## config.mk

```make
export PLATFORM = sky130hd
export DESIGN_NAME = mem_wb_stage
export DESIGN_NICKNAME = d
export VERILOG_FILES = /design/src/rtl/cpu_pkg.sv /design/src/rtl/load_ext.sv /design/src/rtl/mem_wb_stage.sv
export SDC_FILE = /design/constraint.sdc
export NUM_CORES = 1
export LEC_CHECK = 0
export ABC_AREA = 1
export BUFFER_PORTS_ARGS = -buffer_cell sky130_fd_sc_hd__clkbuf_2
export CORE_MARGIN = 2
export CORE_UTILIZATION = 53
export CTS_CLUSTER_DIAMETER = 30
export DETAILED_ROUTE_END_ITERATION = 10
export PLACE_DENSITY = 0.9
export SYNTH_ARGS = -nofsm -noshare
export SYNTH_HDL_FRONTEND = slang
export SYNTH_SLANG_ARGS = --single-unit
```

## constraint.sdc

```tcl
create_clock -name clk -period 1.8 [get_ports clk]
set_input_delay 0.18 -clock clk [delete_from_list [all_inputs] [get_ports clk]]
set_output_delay 0.18 -clock clk [all_outputs]
set_load 0.05 [all_outputs]
```

## src/rtl/cpu_pkg.sv

```systemverilog
// Shared pipeline definitions: load funct3 encodings and the MEM/WB register layout.
package cpu_pkg;

  localparam int CPU_XLEN = 32;
  localparam int CPU_RAW  = 5;

  localparam logic [2:0] F3_LB  = 3'b000;
  localparam logic [2:0] F3_LH  = 3'b001;
  localparam logic [2:0] F3_LW  = 3'b010;
  localparam logic [2:0] F3_LBU = 3'b100;
  localparam logic [2:0] F3_LHU = 3'b101;

  typedef struct packed {
    logic                valid;
    logic                regwrite;
    logic                memtoreg;
    logic [2:0]          funct3;
    logic [CPU_RAW-1:0]  rd_addr;
    logic [CPU_XLEN-1:0] alu_result;
    logic [CPU_XLEN-1:0] mem_rdata;
  } mem_wb_t;

endpackage

```

## src/rtl/load_ext.sv

```systemverilog
// Load byte/halfword lane selection with sign/zero extension and alignment check.
module load_ext
  import cpu_pkg::*;
#(
  parameter int XLEN = 32
) (
  input  logic [XLEN-1:0] rdata,
  input  logic [1:0]      offset,
  input  logic [2:0]      funct3,
  output logic [XLEN-1:0] data,
  output logic            misalign
);

  logic [7:0]  byte_sel;
  logic [15:0] half_sel;

  always_comb begin
    byte_sel = rdata[{offset, 3'b000} +: 8];
    half_sel = offset[1] ? rdata[31:16] : rdata[15:0];
    data     = rdata;
    misalign = 1'b0;
    case (funct3)
      F3_LB:  data = {{(XLEN-8){byte_sel[7]}}, byte_sel};
      F3_LBU: data = {{(XLEN-8){1'b0}}, byte_sel};
      F3_LH: begin
        data     = {{(XLEN-16){half_sel[15]}}, half_sel};
        misalign = offset[0];
      end
      F3_LHU: begin
        data     = {{(XLEN-16){1'b0}}, half_sel};
        misalign = offset[0];
      end
      // lw and reserved encodings take the whole word and need word alignment
      default: misalign = (offset != 2'b00);
    endcase
  end

endmodule

```

## src/rtl/mem_wb_stage.sv

```systemverilog
// MEM/WB pipeline register and write-back stage: load extension, write-data select,
// register-file write port, misaligned-load flag and retired-instruction counter.
module mem_wb_stage
  import cpu_pkg::*;
#(
  parameter int XLEN = CPU_XLEN,
  parameter int RAW  = CPU_RAW
) (
  input  logic            clk,
  input  logic            rst_n,
  input  logic            stall,
  input  logic            flush,
  input  logic            in_valid,
  input  logic            in_regwrite,
  input  logic            in_memtoreg,
  input  logic [2:0]      in_funct3,
  input  logic [RAW-1:0]  in_rd_addr,
  input  logic [XLEN-1:0] in_alu_result,
  input  logic [XLEN-1:0] in_mem_rdata,
  output logic            wb_valid,
  output logic            wb_regwrite,
  output logic [RAW-1:0]  wb_rd_addr,
  output logic [XLEN-1:0] wb_wdata,
  output logic            load_misalign,
  output logic [31:0]     retired_count
);

  mem_wb_t         r;
  logic [31:0]     retired_q;
  logic [XLEN-1:0] ext_data;
  logic            ext_misalign;

  // flush outranks stall; only the control bits need clearing for a bubble
  always_ff @(posedge clk) begin
    if (!rst_n) begin
      r <= '0;
    end else if (flush) begin
      r.valid    <= 1'b0;
      r.regwrite <= 1'b0;
      r.memtoreg <= 1'b0;
    end else if (!stall) begin
      r.valid      <= in_valid;
      r.regwrite   <= in_regwrite;
      r.memtoreg   <= in_memtoreg;
      r.funct3     <= in_funct3;
      r.rd_addr    <= in_rd_addr;
      r.alu_result <= in_alu_result;
      r.mem_rdata  <= in_mem_rdata;
    end
  end

  always_ff @(posedge clk) begin
    if (!rst_n) begin
      retired_q <= '0;
    end else if (r.valid && !stall) begin
      retired_q <= retired_q + 32'd1;
    end
  end

  load_ext #(.XLEN(XLEN)) u_load_ext (
    .rdata    (r.mem_rdata),
    .offset   (r.alu_result[1:0]),
    .funct3   (r.funct3),
    .data     (ext_data),
    .misalign (ext_misalign)
  );

  assign wb_valid      = r.valid;
  assign wb_rd_addr    = r.rd_addr;
  assign wb_wdata      = r.memtoreg ? ext_data : r.alu_result;
  assign load_misalign = r.valid & r.memtoreg & ext_misalign;
  assign wb_regwrite   = r.valid & r.regwrite & (r.rd_addr != '0) & ~load_misalign;
  assign retired_count = retired_q;

endmodule

```

==> summary.md, run 1 <==
| Metric | Value |
|---|---|
| Status | complete, but fails checks |
| Violated checks | negative setup slack |
| Die Area | 11200 um^2 |
| Setup ws final | -0.289 ns |
| Post-Synth Simple-Gate Area | 31.3% |
| RSZ-0062 raised after global routing | yes |
| Max cap viols | 0 |
| Gpl congestion | 0.991 |
| Critical path type | flip-flop to primary output |
| Synth Register Bits | 107 |
| Final ANT Viol Nets | 0 |
| Crit path max-delay family | simple AND/OR/NAND/NOR gates |
| Chip height | 106 um |
| Largest family of logic cells by synthesized area | simple AND/OR/NAND/NOR gates |
| NetSw | 0.00181 W |
| Final setup viols | 33 |
| Max Fanout on Critical Path | 7 |
| Max stage delay cell, worst path | dfxtp_4 |
| Total grt overflow | 0 |
| DP HPWL | 11500 um |
| DRC Markers | 0 |
| Synth top area share | 39.1% |
| Clock share of power | 27.9% |
| Synth Area in Adders | 0.229% |
| R2r worst-path depth | 7 |
| Hold Path Class | primary input to flip-flop |
| # rows | 37 |
| CP required | 1.62 ns |
| CP endpoint kind | primary output |
| Number of cells on the worst hold path | 3 |
| IO Port Bufs | 150 |
| PnR Total Power | 0.00547 W |
| Top cell by count, worst path | nand2_1 |
| P_int | 0.00366 W |
| Vias in the first global route | 5501 |
| Pre-CTS WS | 0.138 ns |
| Instance count on the critical path | 8 |
| WP data arrival | 1.91 ns |
| Most frequent cells in the layout | 183 x nor2_1, 123 x nand2_1, 116 x clkbuf_2, 99 x dfxtp_1, 79 x o21ai_0 |
| Final nets | 1057 |
| Core Footprint | 10200 um^2 |
| Layout cell share with drive strength beyond 1 | 28.7% |
| Yosys top cell by area | dfxtp_1 |
| Mux share of post-synthesis cell area | 0% |
| DR vias | 6198 |
| Peak VDD IR | 587 uV |
| Number of DRC markers in iteration 0 | 489 |
| Mapped Cells | 831 |
| Die W | 106 um |
| Combinational share of power | 25.0% |
| Slew margin rel. | 65.7% |
| Fin. Hold Viols | 0 |
| CTS Buf Count | 9 |
| Clock slew at reported path FFs | 0.11 ns |
| WL per Instance | 15.7 um |
| Fillers | 776 |
| Drt total wl | 17600 um |
| CTS Buffer Depth | 2 |
| Initial antenna violation count | 0 |
| Actual slew at the worst max-slew pin | 0.515 ns |
| Period utilisation layout | 116% |
| Largest stage delay, worst path | 0.39 ns |
| Syn Area/Cell | 6.58 um^2 |
| Drt first pass iters | 5 |
| Power per cell area | 748 nW/um^2 |
| Largest net degree at the start of global routing | 56 |
| Xor/xnor share of the synthesized area | 0.640% |
| Seq/Total Area, Yosys | 39.1% |
| First-pass GRT wire length | 26200 um |
| Avg Vias per Cell | 5.54 |
| Synthesis-to-finish area growth | 33.5% |
| Fin Setup TNS | -5.75 ns |
| CTS tree | yes |
| Io pins | 151 |
| Net Count, Synth | 911 |
| Clock Sinks | 107 |
| Compound-cell area share of the yosys netlist | 19.0% |
| Skew final | 0.0149 ns |
| CTS H-tree depth | 3 |
| Startpoint Class | flip-flop |
| Commonest non-fill, non-tap cell in the layout | nor2_1 |
| Leak Pwr | 3.42 nW |
| Min Tclk post-route | 2.09 ns |
| Switching part of the total | 33.1% |
| Ys Warns | 0 |
| Fin. max-slew vios | 0 |
| GRT Overall Usage | 29.1% |
| Fmax | 479 MHz |
| Worst-path cell chain | o211ai_1 -> nand2_1 -> nand2_4 -> buf_4 -> nand2_1 -> nand2_1 -> nand2_2 -> buf_8 |
| Dominant cells by area after synthesis | dfxtp_1 39%, nor2_1 13%, nand2_1 9.9%, o21ai_0 8.6%, inv_1 5.4% |
| Starting Density | 53.7% |
| Flop pwr share | 47.0% |
| Root Driver | clkbuf_8 |
| WP buf/inv | 2 |
| Worst-Skew Late Latency | 0.39 ns |
| Syn Std Cell Area | 5470 um^2 |
| Synth unique cells | 40 |
| Antenna Cells | 0 |
## cells in the mapped netlist
cell type and number:
nor2_1 187, nand2_1 144, dfxtp_1 107, o21ai_0 94
inv_1 79, a21oi_1 59, clkbuf_1 27, nand3_1 23
o21bai_1 17, nand4_1 11, buf_2 8, o21ai_1 8
buf_4 6, o211ai_1 6, inv_2 5, nand2_4 5
nor2_4 5, or2_2 5, a211oi_1 3, buf_1 3
nor2_2 3, nor3_1 3, xor2_1 3, nand2_2 2
o21a_1 2, o22ai_1 2, a22oi_1 1, a31oi_1 1
and3_1 1, buf_6 1, clkbuf_2 1, ha_1 1
nand3_2 1, nand3_4 1, nand3b_2 1, nor2_8 1
nor3_2 1, nor3b_2 1, nor4_1 1, xnor2_1 1
## state kept, by name (all words and copies together) (netlist names)
| name | flops |
|---|---|
| wb_valid | 1 |
| wb_rd_addr | 5 |
| retired_count | 32 |
| r | 69 |
## routing by layer
| layer | vias to the layer above | share of wire [%] | global-route usage (%) | routed length [um] |
|---|---|---|---|---|
| met3 | 81 | 8.6 | 6.25 | 1520 |
| met5 | - | 0 | 0 | 0 |
| met2 | 350 | 49 | 49.8 | 8660 |
| met1 | 2813 | 37 | 34.8 | 6570 |
| met4 | 0 | 4.7 | 13.4 | 827 |
| li1 | 2954 | - | - | - |
## path summary, 6_finish.rpt
kind | slack, ns | startpoint | endpoint
setup / recovery | -0.29 | r[32] | wb_wdata[11]
hold / removal | 0.01 | in_alu_result[5] | r[37]
hold reg to reg | 0.49 | r[10] | r[10]
setup reg to reg | 0.18 | retired_count[0] | retired_count[20]
## layout make-up
class	instances	area (um^2)	share of cell area, %
sequential	107	2160	29.6
timing repair buffer	180	1390	19.0
clock buffer	9	124	1.70
multi-input combinational	595	3060	41.9
clock inverter	7	76.3	1.04
tap	136	170	2.33
inverter	84	320	4.39
## power by group through the flow
| stage | Sequential, W | Combinational (W) | Clock (W) |
|---|---|---|---|
| 2_1_floorplan | 0.00259 | 0.000723 | 0 |
| 3_3_place_gp | 0.00260 | 0.00102 | 0 |
| 3_5_place_dp | 0.00261 | 0.00103 | 0 |
| 4_1_cts | 0.00256 | 0.00117 | 0.00153 |
| 5_1_grt | 0.00258 | 0.00145 | 0.00162 |
| 6_report | 0.00257 | 0.00137 | 0.00153 |
## metrics by stage
step / instances / hold WS [ns] / util [%] / instance area [um^2]
after floorplan: 831 / 0.265 / - / 5500
after global placement: 1092 / 0.404 / 63.3 / 6440
after detailed placement: 1092 / 0.409 / 63.3 / 6440
after CTS: 1111 / 0.00820 / 68.8 / 7000
after global routing: 1118 / 0.0165 / 71.7 / 7300
final: 1118 / 0.0106 / 71.7 / 7300
## cells by family after synthesis
kind of cell,count (synthesis)
buffers and inverters,130
AND/OR/NAND/NOR,396
adder cells (fa/ha/maj),1
flip-flops,107
AO/OA/AOI/OAI,193
XOR/XNOR,4
## worst reg2reg max path, delay by kind of cell (launching register included)
| kind | cells | cell delay [ns] |
|---|---|---|
| adders and majority gates | 1 | 0.22 |
| DFF | 1 | 0.43 |
| and+or+nand+nor | 6 | 0.85 |
## timing repair
action | CTS | global route
pin swaps | 8 | 25
setup endpoints to repair | 34 | 34
resized for setup | 99 | 86
cloned | 0 | 2
hold buffers | 0 | 0
setup buffers | 3 | 6
Power figures use the tool's default switching activity.
==> inputs of run 2 (changes only) <==
--- a/config.mk
+++ b/config.mk
@@ -12,6 +12,7 @@
 export CTS_CLUSTER_DIAMETER = 30
 export DETAILED_ROUTE_END_ITERATION = 10
 export PLACE_DENSITY = 0.9
+export REMOVE_ABC_BUFFERS = 1
 export SYNTH_ARGS = -nofsm -noshare
 export SYNTH_HDL_FRONTEND = slang
 export SYNTH_SLANG_ARGS = --single-unit
==> constraint.sdc (replaced) <==
create_clock -name clk -period 2.2 [get_ports clk]
set_input_delay 0.22 -clock clk [delete_from_list [all_inputs] [get_ports clk]]
set_output_delay 0.22 -clock clk [all_outputs]
set_load 0.05 [all_outputs]
==> run 2 against run 1 <==
  * The run now ends clean
  * Die area is the same
  * Critical endpoint unchanged
  * Clock-buffer cell count increased by 2
  * Global-route usage shrank 3.1 points
  * Core utilization down 6.6 points
  * Register-to-register slack gained 0.42 ns
  * Worst setup slack better by 0.34 ns
  * Highest routed layer unchanged
  * Critical path type unchanged
  * Largest cell class unchanged
==> summary.md, run 2 (same netlist as run 1, synthesis figures left out) <==
| Metric | Value |
|---|---|
| Commonest non-fill, non-tap cell in the layout | nor2_1 |
| Hold path endpoint | r[50] |
| DP HPWL | 10400 um |
| Final ANT Viol Nets | 0 |
| Antenna Cells | 0 |
| Leak Pwr | 3.20 nW |
| IO Port Bufs | 150 |
| # rows | 37 |
| Power per cell area | 640 nW/um^2 |
| CP endpoint kind | primary output |
| GRT Overall Usage | 26.0% |
| Hold WS | 0.0613 ns |
| Final nets | 1037 |
| Io pins | 151 |
| Skew final | 0.0171 ns |
| R2r worst-path depth | 8 |
| Finished Core Util | 65.1% |
| Initial antenna violation count | 0 |
| Max Fanout on Critical Path | 17 |
| Post-route cell area | 6630 um^2 |
| Chip height | 106 um |
| Fin. max-slew vios | 0 |
| Status | completed |
| Crit path max-delay family | buffers and inverters |
| Number of cells on the worst hold path | 3 |
| Core Footprint | 10200 um^2 |
| Worst-Skew Late Latency | 0.36 ns |
| Switching part of the total | 32.1% |
| Instance count on the critical path | 7 |
| DR vias | 5807 |
| Period utilisation layout | 97.6% |
| Total grt overflow | 0 |
| Max stage delay cell, worst path | dfxtp_2 |
| Largest register FFs | 69 |
| Worst Hold Launch | in_alu_result[18] |
| Die Area | 11200 um^2 |
| Drt total wl | 15000 um |
| Flop pwr share | 49.2% |
| Most flops, register | r |
| CTS Buf Count | 9 |
| FF+latch area | 2150 um^2 |
| P_int | 0.00288 W |
| Combinational share of power | 20.4% |
| Peak VDD IR | 387 uV |
| Actual slew at the worst max-slew pin | 0.505 ns |
| Gpl congestion | 0.941 |
| Number of DRC markers in iteration 0 | 596 |
| Vias in the first global route | 5133 |
| Avg Vias per Cell | 5.29 |
| PnR Total Power | 0.00425 W |
| CTS Buffer Depth | 2 |
| Fillers | 969 |
| Multi-input gate area | 2860 um^2 |
| Root Driver | clkbuf_8 |
| NetSw | 0.00136 W |
| Drt first pass iters | 5 |
| Top cell by count, worst path | nand2_1 |
| Most frequent cells in the layout | 184 x nor2_1, 143 x nand2_1, 129 x clkbuf_2, 104 x dfxtp_1, 91 x o21ai_0 |
| FF-to-FF Start | retired_count[0] |
| WL per Instance | 13.7 um |
| Reg2reg end | retired_count[24] |
| Fmax | 466 MHz |
| Critical path type | flip-flop to primary output |
| Starting Density | 53.7% |
| Hold Path Class | primary input to flip-flop |
| Worst-path cell chain | buf_4 -> o21ai_0 -> a21oi_1 -> nand2_1 -> nand2_1 -> nand2_1 -> clkbuf_2 |
| Inst Count DP | 1081 |
| R2R Setup Slk | 0.60 ns |
| DRC Markers | 0 |
| Post-placement cell area | 6330 um^2 |
| Max cap viols | 0 |
| Final setup viols | 0 |
| Cts hold-fix bufs | 0 |
| Slew margin rel. | 66.3% |
| WP buf/inv | 2 |
| Fin. Hold Viols | 0 |
| Largest stage delay, worst path | 0.38 ns |
| Largest net degree at the start of global routing | 78 |
| First-pass GRT wire length | 24000 um |
| Die W | 106 um |
| CP required | 1.98 ns |
| Synthesis-to-finish area growth | 21.2% |
| Startpoint Class | flip-flop |
| Fin cells | 1098 |
| Clock share of power | 30.3% |
| WP data arrival | 1.93 ns |
| Min Tclk post-route | 2.15 ns |
| Layout cell share with drive strength beyond 1 | 22.6% |
| CTS tree | yes |
| Clock slew at reported path FFs | 0.12 ns |
| CTS H-tree depth | 3 |
| Clock Sinks | 107 |
-- run 2: changes by cell type in the layout (fill, tap and decap cells not counted), sizes merged --
| cell | before | now |
|---|---|---|
| buf | 62 | 19 |
| clkinv | 3 | 2 |
| clkinvlp | 2 | 0 |
| clkbuf | 127 | 152 |
| inv | 85 | 86 |
-- run 2: how the worst max path moves through the flow --
stage | startpoint | to | slack (ns)
finish | r[33] | wb_wdata[11] | 0.05
global route | r[33] | wb_wdata[26] | -0.02
CTS | r[70] | wb_wdata[26] | 0.002
detailed placement | r[33] | wb_wdata[23] | 0.31
global placement | r[33] | wb_wdata[31] | 0.41
floorplan | r[72] | wb_regwrite | -1.63
-- run 2: worst reg2reg max path, delay by kind of cell, from the launching register on --
kind                       cells  cell delay, ns
adders and majority gates      1            0.22
and+or+nand+nor                7            0.87
DFF                            1            0.41
-- run 2: metal layers --
layer	routed length, um	vias up	track usage, %
li1	-	2905	-
met1	6670	2604	36.5
met2	6740	269	40.5
met3	1240	29	4.58
met4	354	0	8.65
met5	0	-	0
-- run 2: power by group through the flow --
stage	Combinational (W)	Clock, W	Sequential [W]
2_1_floorplan	0.000498	0	0.00216
4_1_cts	0.000832	0.00130	0.00209
3_3_place_gp	0.000817	0	0.00213
5_1_grt	0.000943	0.00137	0.00210
3_5_place_dp	0.000827	0	0.00213
6_report	0.000868	0.00129	0.00209
-- run 2: layout make-up --
| class | count | area share [%] |
|---|---|---|
| sequential | 107 | 32.4 |
| timing repair buffer | 160 | 14.0 |
| inverter | 84 | 4.79 |
| multi-input combinational | 595 | 43.1 |
| clock buffer | 11 | 2.13 |
| clock inverter | 5 | 1.06 |
| tap | 136 | 2.57 |
-- run 2: repair_timing --
item,4_1_cts,5_1_grt
endpoints found under the setup margin,18,23
gates cloned,0,1
buffers inserted,0,0
gates resized for setup,4,41
pin swaps,1,1
-- run 2: metrics by stage --
stage	setup TNS, ns	worst slack (ns)
after floorplan	-57.04	-1.63
after global placement	0	0.410
after detailed placement	0	0.309
after CTS	0	0.00191
after global routing	-0.0694	-0.0201
final	0	0.0524
